--- config.mk ---
export PLATFORM = sky130hd
export DESIGN_NAME = rr_select_mux
export DESIGN_NICKNAME = d
export VERILOG_FILES = /design/src/rtl/rr_select_mux.sv
export SDC_FILE = /design/constraint.sdc
export NUM_CORES = 1
export LEC_CHECK = 0
export ABC_AREA = 1
export ABC_CLOCK_PERIOD_IN_PS = 2800
export CAP_MARGIN = 20
export CORE_ASPECT_RATIO = 1.25
export CORE_UTILIZATION = 38
export CTS_CLUSTER_DIAMETER = 200
export DETAILED_ROUTE_END_ITERATION = 8
export PLACE_DENSITY = 0.81
export SYNTH_ARGS = -nofsm -noshare
export SYNTH_HDL_FRONTEND = slang
export SYNTH_SLANG_ARGS = --single-unit
--- constraint.sdc ---
create_clock -name clk -period 2.8 [get_ports clk]
set_input_delay 0.28 -clock clk [delete_from_list [all_inputs] [get_ports clk]]
set_output_delay 0.28 -clock clk [all_outputs]
set_load 0.1 [all_outputs]
--- src/rtl/rr_select_mux.sv ---
// rr_select_mux
//   Round-robin arbiter feeding a one-entry registered output stage. CHANNELS
//   valid/ready producers compete. The winner is found by searching upward from
//   the round-robin pointer, wrapping past the last channel. The winning word is
//   loaded into the output register, which exposes a valid/ready interface to
//   the consumer.
//
//   Optional feature: define RR_SELECT_FORCE_EN to add force_en/force_sel. These
//   restrict granting to a single named channel without moving the pointer.
//
// Ports
//   clk        in   rising-edge clock
//   reset      in   asynchronous active-high reset
//   in_valid   in   [CHANNELS]        per-channel request
//   in_ready   out  [CHANNELS]        per-channel accept, one-hot or zero (comb)
//   in_data    in   [CHANNELS*WIDTH]  channel i at [i*WIDTH +: WIDTH]
//   out_valid  out  output register holds a word
//   out_ready  in   consumer accepts the output word
//   out_data   out  [WIDTH]           registered selected word
//   out_chan   out  [SEL_W]           channel that supplied out_data
//   force_en   in   (RR_SELECT_FORCE_EN only) restrict grant to force_sel
//   force_sel  in   [SEL_W] (RR_SELECT_FORCE_EN only) forced channel index
module rr_select_mux #(
  parameter int WIDTH    = 32,
  parameter int CHANNELS = 4,
  localparam int SEL_W   = $clog2(CHANNELS)
) (
  input  logic                      clk,
  input  logic                      reset,
  input  logic [CHANNELS-1:0]       in_valid,
  output logic [CHANNELS-1:0]       in_ready,
  input  logic [CHANNELS*WIDTH-1:0] in_data,
  output logic                      out_valid,
  input  logic                      out_ready,
  output logic [WIDTH-1:0]          out_data,
  output logic [SEL_W-1:0]          out_chan
`ifdef RR_SELECT_FORCE_EN
  ,
  input  logic                      force_en,
  input  logic [SEL_W-1:0]          force_sel
`endif
);

  logic [SEL_W-1:0] ptr;
  logic             space;
  logic             found;
  logic             forced;
  logic [SEL_W-1:0] grant_idx;
  logic [SEL_W:0]   scan_idx;
  logic [SEL_W-1:0] scan_sel;
  logic [WIDTH-1:0] sel_data;
  logic             transfer;

  assign space = !out_valid || out_ready;

  // Round-robin search. scan_idx is one bit wider than ptr so ptr+k never
  // overflows before the wrap subtraction.
  always_comb begin
    found     = 1'b0;
    forced    = 1'b0;
    grant_idx = '0;
    scan_idx  = '0;
    scan_sel  = '0;
    for (int k = 0; k < CHANNELS; k++) begin
      scan_idx = {1'b0, ptr} + (SEL_W+1)'(k);
      if (scan_idx >= (SEL_W+1)'(CHANNELS))
        scan_idx = scan_idx - (SEL_W+1)'(CHANNELS);
      scan_sel = scan_idx[SEL_W-1:0];
      if (!found && in_valid[scan_sel]) begin
        found     = 1'b1;
        grant_idx = scan_sel;
      end
    end
`ifdef RR_SELECT_FORCE_EN
    // Matching by compare keeps an out-of-range force_sel from indexing past
    // in_valid. Such a value simply matches nothing.
    if (force_en) begin
      forced    = 1'b1;
      found     = 1'b0;
      grant_idx = force_sel;
      for (int c = 0; c < CHANNELS; c++) begin
        if (force_sel == SEL_W'(c) && in_valid[c])
          found = 1'b1;
      end
    end
`endif
  end

  always_comb begin
    in_ready = '0;
    if (space && found && !reset)
      in_ready[grant_idx] = 1'b1;
  end

  assign transfer = |in_ready;

  always_comb begin
    sel_data = '0;
    for (int c = 0; c < CHANNELS; c++) begin
      if (grant_idx == SEL_W'(c))
        sel_data = in_data[c*WIDTH +: WIDTH];
    end
  end

  always_ff @(posedge clk or posedge reset) begin
    if (reset) begin
      out_valid <= 1'b0;
      out_data  <= '0;
      out_chan  <= '0;
      ptr       <= '0;
    end else if (transfer) begin
      // Covers both a plain load and a drain-plus-refill in the same cycle.
      out_valid <= 1'b1;
      out_data  <= sel_data;
      out_chan  <= grant_idx;
      if (!forced)
        ptr <= (grant_idx == SEL_W'(CHANNELS-1)) ? '0 : grant_idx + 1'b1;
    end else if (out_valid && out_ready) begin
      out_valid <= 1'b0;
    end
  end

endmodule

==> results of run 1 <==
-- per-layer routing --
layer  share of wire  vias to the layer above  GRT usage
met5               0                        -          0
met1            0.36                     1851      0.304
met2            0.53                      239      0.496
met4           0.040                        0      0.100
li1                -                     1887          -
met3           0.072                       52     0.0495
-- synth_stat cells --
| cell | count |
|---|---|
| nand2_4 | 2 |
| nor2_2 | 1 |
| inv_1 | 13 |
| o211ai_4 | 1 |
| buf_2 | 3 |
| nand3_1 | 76 |
| dfrtp_1 | 37 |
| nor2_1 | 7 |
| o21ai_0 | 66 |
| nand4_1 | 1 |
| nand2_2 | 5 |
| nand3_4 | 1 |
| o21ai_1 | 1 |
| ha_1 | 4 |
| buf_1 | 4 |
| nand2_1 | 165 |
| o211ai_2 | 1 |
| buf_6 | 9 |
| clkbuf_1 | 21 |
| a21oi_1 | 33 |
| nor2_8 | 1 |
| inv_2 | 1 |
-- worst max-delay path, delay by kind of cell, from the launching register on --
family                   cells  cell delay [ns]
AND/OR/NAND/NOR             10             1.01
flip-flops                   1             0.47
buffers and inverters        5             0.65
adder cells (fa/ha/maj)      1             0.17
-- sequential cells by signal, indices dropped and copies added (netlist names) --
register   flops
out_chan       2
out_valid      1
out_data      32
ptr            2
-- final cells by class --
| cell class | instances | area, um^2 |
|---|---|---|
| clock inverters | 1 | 5.00 |
| fillers | 607 | 2160 |
| repair buffers | 218 | 2160 |
| well taps | 92 | 115 |
| flip-flops and latches | 37 | 928 |
| inverters | 14 | 60.1 |
| multi-input cells | 367 | 1910 |
| clock buffers | 5 | 68.8 |
-- cell families (layout without fill, tap and decap cells) --
family,after synthesis,after routing,share of synthesized area
AOI/OAI and AO/OA,102,102,0.184
adders and majority gates,4,4,0.0172
and+or+nand+nor,259,261,0.389
DFF,37,37,0.319
buffers and inverters,51,238,0.0905
-- stage by stage --
| step | area, um^2 | hold slack [ns] | cells | setup TNS (ns) |
|---|---|---|---|---|
| final | 5240 | 0.429 | 734 | -0.228 |
| after floorplan | 2930 | 0.460 | 453 | -0.101 |
| after detailed placement | 4730 | 0.497 | 704 | -2.59 |
| after global placement | 4730 | 0.496 | 704 | 0 |
| after global routing | 5240 | 0.495 | 734 | -3.75 |
| after CTS | 4810 | 0.454 | 710 | 0 |
-- worst max-delay path by stage --
| stage | from | end | slack, ns | cells after the start |
|---|---|---|---|---|
| 2_1_floorplan | ptr[0]$_DFFE_PP0P_ | in_ready[3] | -0.10 | 14 |
| 5_1_grt | ptr[1]$_DFFE_PP0P_ | in_ready[3] | -0.17 | 15 |
| 3_5_place_dp | in_valid[2] | out_data[24]$_DFFE_PP0P_ | -0.11 | 15 |
| 4_1_cts | ptr[0]$_DFFE_PP0P_ | in_ready[2] | 0.01 | 14 |
| 6_report | ptr[1]$_DFFE_PP0P_ | in_ready[3] | -0.08 | 16 |
| 3_3_place_gp | in_valid[1] | out_data[26]$_DFFE_PP0P_ | 0.07 | 15 |
-- repair_timing --
| action | 4_1_cts | 5_1_grt |
|---|---|---|
| gates cloned | 0 | 7 |
| gates resized for setup | 3 | 42 |
| setup endpoints to repair | 4 | 40 |
| pin swaps | 0 | 14 |
| hold buffers | 0 | 0 |
| setup buffers | 0 | 17 |
==> results.cfg, run 1 <==
[outcome]
status = finished, violations left
violations = setup timing

[sta]
fin_crit_sh = 1.03
worstMarginPinSlew_ns = 0.478
hold_violations = 0
finClkSkew_ns = 0.00464
min_period_ns = 2.88
fin_ws_ns = -0.0820
slew-limit-headroom = 0.681
max_freq_ghz = 0.347
setup_violations = 13
final-max-slew-violation-count = 0

[routing]
post_drt_wl_per_cell_um = 16.8
drt_drc_violations_left = 0
drt_iter0_markers = 271
ant_nets = 0
num_vias = 4029
totalWireLength_um = 12300
drt-vias-per-instance = 5.49
drtPass1Iterations = 5

[worst_hold_path]
worst_hold_path_type = primary input to asynchronous set/reset pin

[cts]
worstSkewPairLatency_ns = 0.29
clkSlewWorstSetupHoldPaths_ns = 0.07
numClockSinks = 37
cts_root_buffer = clkbuf_8
tritoncts = done
clock_path_buffers = 2
cts_made_buffers = 5
htree_levels = 2

[setup_path]
r2r_end = ptr[0]$_DFFE_PP0P_
crit_arrival_ns = 2.60
start_kind = register
rr_worst_depth = 17
ff2ff_setup_slack_ns = -0.02
path_max_fanout = 6
critPathCaptureType = output pin
r2r-start = ptr[1]$_DFFE_PP0P_
worstSetupPathType = register to output pin
cp_common_cell = nand2_1
cp_slowest_stage_delay_ns = 0.47
required_ns = 2.52
crit_chain = inv_2, nand2_1, nand2_1, nand2_2, nand2_4, nor2_8, nand2_2, nand2_1, nand2_1, inv_1, nor2_2, buf_4, ha_4, inv_1, nor2_4, buf_12
slowest_stage = dfrtp_2

[cells_and_area]
layout_common_cells = 160 x nand2_1, 134 x clkdlybuf4s50_1, 72 x nand3_1
num-nets-final = 782
utilization = 0.709
drive_above_1_share = 0.202
n_antenna_cell = 0
layout_commonest_cell = nand2_1
area_growth_pct = 80.6

[global_routing]
grt_usage = 0.270
antenna_found_initial = 0
grt_max_degree = 38
grt_pass1_vias = 3516
grt.overflow.total = 0
grt_pass1_wl_um = 16700

[die]
ioPinCount = 174
start_util = 0.392
rows = 35
die_x_um = 80.2
dieArea_um2 = 7990
die_y_um = 99.7
coreArea_um2 = 7400

[logic_synthesis]
syn-num-nets = 592
seq_area_frac_synth = 0.319
synth_top_area_cell = dfrtp_1
ys_ff_latch = 37
synth_top_cell_area_share = 0.319
ys_warn_count = 0
synthDistinctLibCells = 22
syn_inst = 453
syn_area_um2 = 2900
postSynthAreaPerCell_um2 = 6.41
synth_area_leaders = dfrtp_1 32%, nand2_1 21%, nand3_1 13%

[place]
gp_congestion = 0.864
preCtsSetupSlack_ns = -0.107
dp_hpwl_um = 8250
io_buffers = 173

[job]
cap_violations = 0
Power of run 1 is not shown: default switching activity piles up to over one toggle a cycle in this logic, so the estimate is an artifact.
==> run 2, diff against run 1 <==
--- a/config.mk
+++ b/config.mk
@@ -7,8 +7,8 @@
 export LEC_CHECK = 0
 export ABC_AREA = 1
 export ABC_CLOCK_PERIOD_IN_PS = 2800
-export CAP_MARGIN = 20
 export CORE_ASPECT_RATIO = 1.25
+export CORE_MARGIN = 3
 export CORE_UTILIZATION = 38
 export CTS_CLUSTER_DIAMETER = 200
 export DETAILED_ROUTE_END_ITERATION = 8
==> run 2 against run 1 <==
  * The run now ends clean
  * Clock-buffer cell count rose by 3
  * Final cell count fell by 1.6%
  * Cell area fell by 4.7%
  * Maximum frequency rose by 6.0%
  * Worst setup slack improved by 0.16 ns
  * Flip-flop and latch count did not move
  * Register-to-register slack improved by 0.17 ns
  * Critical path depth fell by 1
  * Global-route usage fell by 2.8 points
  * Sequential share of layout area rose by 0.84 points
  * Die area rose by 9.2%
==> results.cfg, run 2 (synthesis gave the netlist of run 1 again) <==
[outcome]
status = completed

[sta]
min_period_ns = 2.72
max_freq_ghz = 0.368
worstMarginPinSlew_ns = 0.610
setup_violations = 0
fin_crit_sh = 0.971
hold_violations = 0
rsz0062_at_grt = yes
finClkSkew_ns = 0.00463
final-max-slew-violation-count = 0
slew-limit-headroom = 0.593

[die]
ioPinCount = 174
die_y_um = 104
coreArea_um2 = 7400
start_util = 0.392
dieArea_um2 = 8730
rows = 35
die_x_um = 84.2

[routing]
drt_drc_violations_left = 0
drtPass1Iterations = 4
drt_iter0_markers = 236
totalWireLength_um = 11300
num_vias = 3743
drt-vias-per-instance = 5.18
post_drt_wl_per_cell_um = 15.7
ant_nets = 0

[cells_and_area]
multiInputGateArea_um2 = 1830
num-nets-final = 768
fin_area_um2 = 5000
regMostFlops = out_data
area_growth_pct = 72.2
nFillCells = 651
drive_above_1_share = 0.173
utilization = 0.675
layout_commonest_cell = nand2_1
top_regs = out_data (32), out_chan (2), ptr (2)
layout_common_cells = 164 x nand2_1, 134 x clkdlybuf4s50_1, 72 x nand3_1
stdcell_count = 722
ff_latch_area_um2 = 927
n_antenna_cell = 0
largest_reg_flops = 32

[cts]
clock_path_buffers = 2
htree_levels = 2
cts_root_buffer = clkbuf_8
cts_made_buffers = 5
worstSkewPairLatency_ns = 0.29
tritoncts = done
numClockSinks = 37
clkSlewWorstSetupHoldPaths_ns = 0.07

[global_routing]
antenna_found_initial = 0
grt_usage = 0.242
grt_max_degree = 37
grt_pass1_vias = 3527
grt.overflow.total = 0
grt_pass1_wl_um = 17000

[setup_path]
critPathBufInv = 5
cp_slowest_stage_delay_ns = 0.42
crit_arrival_ns = 2.44
path_max_fanout = 11
cp_common_cell = nand2_1
crit_chain = buf_6, nand2_1, nand2_1, nand2_1, nand2_4, nor2_8, nand3_1, nand3_1, nand2_1, inv_2, ha_2, inv_1, buf_4, nor2_4, buf_12
slowest_stage = dfrtp_1
start_kind = register
required_ns = 2.52
critPathCaptureType = output pin
worstSetupPathType = register to output pin
critPathTopFamily = simple AND/OR/NAND/NOR gates

[job]
cap_violations = 0

[place]
place_inst = 706
post_dp_cell_area_um2 = 4750
gp_congestion = 0.803
io_buffers = 173
dp_hpwl_um = 8320

[worst_hold_path]
worst_hold_path_type = primary input to asynchronous set/reset pin
run 2: cell types whose count changed in the layout (fill, tap and decap cells not counted), moves of 2 or more:
cell and change:
buf_4 -10, clkbuf_16 -4, nand2_1 +4, clkbuf_1 +3, ha_4 -3, nand2_4 -3
buf_8 -2, ha_2 +2, inv_2 +2, inv_4 -2, nand2_2 -2
run 2: final cells by class:
class | count | share of cell area
clock buffers | 8 | 0.0160
flip-flops and latches | 37 | 0.185
well taps | 92 | 0.0230
inverters | 14 | 0.0110
repair buffers | 205 | 0.397
multi-input cells | 366 | 0.367
run 2: stage by stage:
step           hold WS [ns]  setup TNS, ns  worst slack [ns]
6_report              0.389              0            0.0802
5_1_grt               0.446         -0.294           -0.0820
4_1_cts               0.396              0            0.0362
3_5_place_dp          0.497         -0.114           -0.0411
3_3_place_gp          0.496              0            0.0449
2_1_floorplan         0.460         -0.101            -0.101
run 2: final timing paths:
| path | start | to | slack, ns | cells past startpoint |
|---|---|---|---|---|
| setup / recovery | ptr[0]$_DFFE_PP0P_ | in_ready[2] | 0.08 | 15 |
| hold / removal | reset | out_chan[0]$_DFFE_PP0P_ | 0.39 | 2 |
| setup reg to reg | ptr[0]$_DFFE_PP0P_ | out_data[0]$_DFFE_PP0P_ | 0.15 | 15 |
| hold reg to reg | out_data[29]$_DFFE_PP0P_ | out_data[29]$_DFFE_PP0P_ | 0.52 | 2 |
| max in group asynchronous | reset | ptr[1]$_DFFE_PP0P_ | 1.79 | 3 |
| min in group clk | out_data[29]$_DFFE_PP0P_ | out_data[29]$_DFFE_PP0P_ | 0.52 | 2 |
run 2: what timing repair did:
action	4_1_cts	5_1_grt
pin swaps	0	2
gates cloned	0	2
endpoints found under the setup margin	2	41
gates resized for setup	2	24
hold buffers	0	0
setup buffers	0	6
run 2: worst reg2reg max path: stages (launching register included):
cell and delay (ns):
dfrtp_1 0.42, buf_6 0.15, nand2_2 0.07, nand2_1 0.07, nor2_2 0.18, nor2_4 0.09
nand2_1 0.10, nand2_1 0.05, nand2_1 0.09, nand3_2 0.11, ha_2 0.22, buf_4 0.18
o211ai_4 0.38, buf_4 0.28, nand3_1 0.12, nand2_1 0.08
run 2: layer usage:
layer	vias up	routed length (um)	GRT usage
met5	-	0	0
met4	0	303	0.0885
met3	27	718	0.0501
met2	150	6000	0.438
met1	1712	4290	0.276
li1	1854	-	-
Power of run 2 is left out for the same reason.
==> run 3, diff against run 2 <==
--- a/config.mk
+++ b/config.mk
@@ -6,11 +6,12 @@
 export NUM_CORES = 1
 export LEC_CHECK = 0
 export ABC_AREA = 1
-export ABC_CLOCK_PERIOD_IN_PS = 2800
+export ABC_CLOCK_PERIOD_IN_PS = 2600
 export CORE_ASPECT_RATIO = 1.25
 export CORE_MARGIN = 3
 export CORE_UTILIZATION = 38
 export CTS_CLUSTER_DIAMETER = 200
+export CTS_CLUSTER_SIZE = 24
 export DETAILED_ROUTE_END_ITERATION = 8
 export PLACE_DENSITY = 0.81
 export SYNTH_ARGS = -nofsm -noshare
==> constraint.sdc (replaced) <==
create_clock -name clk -period 2.6 [get_ports clk]
set_input_delay 0.26 -clock clk [delete_from_list [all_inputs] [get_ports clk]]
set_output_delay 0.26 -clock clk [all_outputs]
set_load 0.1 [all_outputs]
==> run 3 against run 2 <==
  * The flow now finishes with violations (setup timing)
  * Sequential share of layout area down 1.7 points
  * First-iteration DRC count down 9.3%
  * Routed wire length up 9.1%
  * Cell area up 10%
  * Worst setup slack worse by 0.16 ns
  * Non-clock buffer count up 26
==> results.cfg, run 3 (synthesis gave the netlist of run 1 again) <==
[global_routing]
grt_max_degree = 36
grt_pass1_wl_um = 18500
grt.overflow.total = 0
antenna_found_initial = 0
grt_usage = 0.257
grt_pass1_vias = 3816

[setup_path]
critPathCaptureType = register
start_kind = register
ff2ff_setup_slack_ns = -0.08
crit_arrival_ns = 2.86
rr_worst_depth = 17
required_ns = 2.78
r2r-start = ptr[0]$_DFFE_PP0P_
r2r_end = ptr[0]$_DFFE_PP0P_
worstSetupPathType = register to register
path_max_fanout = 16

[cells_and_area]
drive_above_1_share = 0.258
num-nets-final = 793
layout_commonest_cell = nand2_1
layout_common_cells = 146 x nand2_1, 134 x clkdlybuf4s50_1, 71 x buf_4
regMostFlops = out_data
largest_reg_flops = 32
n_antenna_cell = 0
area_growth_pct = 89.9
top_regs = out_data (32), out_chan (2), ptr (2)

[routing]
ant_nets = 0
drtPass1Iterations = 4
drt-vias-per-instance = 5.42
drt_drc_violations_left = 0
totalWireLength_um = 12300
num_vias = 4049
drt_iter0_markers = 214
post_drt_wl_per_cell_um = 16.5

[sta]
rsz0062_at_grt = yes
setup_violations = 40
hold_violations = 0
finalSetupTns_ns = -1.58
final-max-slew-violation-count = 0
slew-limit-headroom = 0.525
max_freq_ghz = 0.373
worstMarginPinSlew_ns = 0.708
fin_ws_ns = -0.0810
min_period_ns = 2.68
finClkSkew_ns = 0.00709
fin_crit_sh = 1.03

[die]
coreArea_um2 = 7400
rows = 35
die_y_um = 104
die_x_um = 84.2
start_util = 0.392
ioPinCount = 174
dieArea_um2 = 8730

[cts]
clock_path_buffers = 2
worstSkewPairLatency_ns = 0.29
cts_made_buffers = 5
tritoncts = done
clkSlewWorstSetupHoldPaths_ns = 0.08
numClockSinks = 37
hold_buffers = 0
htree_levels = 2
cts_root_buffer = clkbuf_8

[place]
dp_hpwl_um = 8470
io_buffers = 173
gp_congestion = 0.841

[outcome]
status = finished, violations left
violations = setup timing

[worst_hold_path]
worst_hold_path_type = primary input to asynchronous set/reset pin

[job]
cap_violations = 0
==> run 3: changes by cell type in the layout (fill, tap and decap cells not counted), sizes merged <==
cell	before	now
buf	71	96
clkbuf	8	9
clkinv	0	1
inv	14	13
nand2	173	172
==> run 3: cell type report <==
class / count / area (um^2)
repair buffers: 231 / 2310
multi-input cells: 365 / 2010
fillers: 546 / 1890
flip-flops and latches: 37 / 928
well taps: 92 / 115
clock buffers: 8 / 80.1
inverters: 14 / 67.6
==> run 3: timing repair <==
action	in CTS	in global routing
endpoints found under the setup margin	34	41
gates resized for setup	36	67
pin swaps	12	19
gates cloned	0	1
setup buffers	11	12
==> run 3: routing by layer <==
metal / track usage / wire (um)
met5: 0 / 0
met4: 0.103 / 422
met3: 0.0469 / 835
met2: 0.441 / 6480
met1: 0.315 / 4610
==> run 3: critical path, cell delays in order, from the launching register on <==
cell and delay (ns):
dfrtp_2 0.48, buf_6 0.15, nand2_2 0.05, nand2_2 0.06, nand2_2 0.10, nand2_4 0.08
nor2_8 0.15, nand4_1 0.17, nand2_4 0.14, inv_2 0.06, buf_4 0.15, ha_4 0.17
buf_12 0.13, o211ai_4 0.25, nand2_4 0.11, buf_12 0.17, nand2_1 0.09, nand2_1 0.07
==> run 3: worst max-delay path by stage <==
stage                            start  cells past startpoint                  endpoint  slack [ns]
detailed placement         in_valid[1]                     17   out_data[7]$_DFFE_PP0P_       -0.28
global placement           in_valid[1]                     20  out_data[12]$_DFFE_PP0P_       -0.14
global route        ptr[0]$_DFFE_PP0P_                     20   out_data[7]$_DFFE_PP0P_       -0.20
finish              ptr[0]$_DFFE_PP0P_                     17        ptr[0]$_DFFE_PP0P_       -0.08
CTS                 ptr[0]$_DFFE_PP0P_                     15               in_ready[1]       -0.06
floorplan           ptr[0]$_DFFE_PP0P_                     15               in_ready[1]        0.01
==> run 3: through the flow <==
| step | std cells | cell area (um^2) | worst slack, ns | utilization | hold slack (ns) |
|---|---|---|---|---|---|
| after floorplan | 453 | 2950 | 0.0150 | - | 0.440 |
| after global placement | 715 | 4830 | -0.140 | 0.652 | 0.497 |
| after detailed placement | 715 | 4830 | -0.277 | 0.652 | 0.496 |
| after CTS | 734 | 5160 | -0.0551 | 0.698 | 0.363 |
| after global routing | 747 | 5510 | -0.201 | 0.745 | 0.381 |
| final | 747 | 5510 | -0.0810 | 0.745 | 0.338 |
Power of run 3 is left out for the same reason.
==> edit (settings of run 2) <==
Change the parameter `WIDTH` from 32 to 48.
--- a/src/rtl/rr_select_mux.sv
+++ b/src/rtl/rr_select_mux.sv
@@ -23,3 +23,3 @@
 module rr_select_mux #(
-  parameter int WIDTH    = 32,
+  parameter int WIDTH    = 48,
   parameter int CHANNELS = 4,
Ports: changed (resized in_data and out_data); port bits go from 174 to 254. The function was not compared with the original's and may differ.
==> edit against run 2 <==
The run now ends with setup timing left. Setup slack worse by 0.18 ns. Wire length up 69%. Sequential cell count up 16. Count of clock-buffer cells in the layout down 3. Area after synthesis up 42%. Cell count up 42%. Design area up 52%. Highest routed layer unchanged.
Power is not shown: default switching activity piles up to over one toggle a cycle in this logic, so the estimate is an artifact.
==> edit: results (changes against run 2) <==
stage,metric,value,unit,change
status,status,"complete, but fails checks",,"was complete, no violations"
status,failing checks,setup timing,,
layout,Fillers,749,,was 651
layout,Largest regs,"out_data: 48 flops, out_chan: 2 flops, ptr: 2 flops",,"was out_data: 32 flops, out_chan: 2 flops, ptr: 2 flops"
placed_design,DP Area,6720,um2,was 4746 um2
worst_setup_path,crit-path max cell delay,0.47,ns,was 0.42 ns
timing,hold slack,0.5156,ns,was 0.3888 ns
hold_path,type of the worst min-delay path,register to register,,was primary input to async pin
layout,Post-Layout Inst Area,7596,um2,was 4999 um2
routing,routed wl met3,1633,um,was 718 um
layout,#MultiIn Comb,516,,was 366
timing,Clock Skew,0.007287,ns,was 0.004628 ns
placed_design,Placed Cells incl. Taps,982,,was 706
floorplan,core footprint,10310,um2,was 7401 um2
timing,fin worst setup slack,-0.09867,ns,was 0.08023 ns
layout,count of plain and timing-repair buffers,308,,was 205
routing,drt via density,5.511,,was 5.184
global_routing,GRT Util Overall,26.57,%,was 24.20%
yosys,Synth top cells by count,"225 x nand2_1, 106 x nand3_1, 86 x o21ai_0",,"was 165 x nand2_1, 76 x nand3_1, 66 x o21ai_0"
layout,sequential portion of the cell area,17.49,%,was 18.55%
routing,Avg WL per Cell,18.54,um,was 15.67 um
yosys,"Distinct cells, synth",23,,was 22
clock_tree,Root Buffer,clkbuf_16,,was clkbuf_8
global_routing,met2 GRT Util,48.70,%,was 43.79%
yosys,top post-synthesis cells by area,"dfrtp_1 32%, nand2_1 21%, nand3_1 13%",,unchanged
timing,# setup viols final,33,,was 0
routing,drt pass-1 iters,5,,was 4
layout,clock network share of area,1.977,%,was 1.602%
worst_setup_path,CP max-delay cell,dfrtp_2,,was dfrtp_1
timing,Slew headroom,54.32,%,was 59.26%
edit: cell types whose count changed after synthesis, moves of 4 or more:
cell	change
o21ai_0	+20
a21oi_1	+16
dfrtp_1	+16
nand3_1	+30
clkbuf_1	+4
buf_2	+5
nand2_1	+60
o21ai_1	+12
buf_6	+7
edit: repair_timing:
item | 4_1_cts | 5_1_grt
hold endpoints to repair | 0 | 0
hold buffers | 0 | 0
endpoints found under the setup margin | 26 | 57
pin swaps | 3 | 24
gates resized for setup | 12 | 56
setup buffers | 5 | 21
cloned | 1 | 11
edit: cell families after synthesis:
kind of cell               share of synthesized area [%]
buffers and inverters                              9.450
adders and majority gates                          1.215
DFF                                                32.21
AOI/OAI and AO/OA                                  19.02
and+or+nand+nor                                    38.10
edit: worst register-to-register path: cells and delay by family (launching register included):
kind | cells | cell delay (ns)
flip-flops | 1 | 0.47
buffers and inverters | 5 | 0.69
AO/OA/AOI/OAI | 1 | 0.33
AND/OR/NAND/NOR | 12 | 1.12
adder cells (fa/ha/maj) | 1 | 0.18
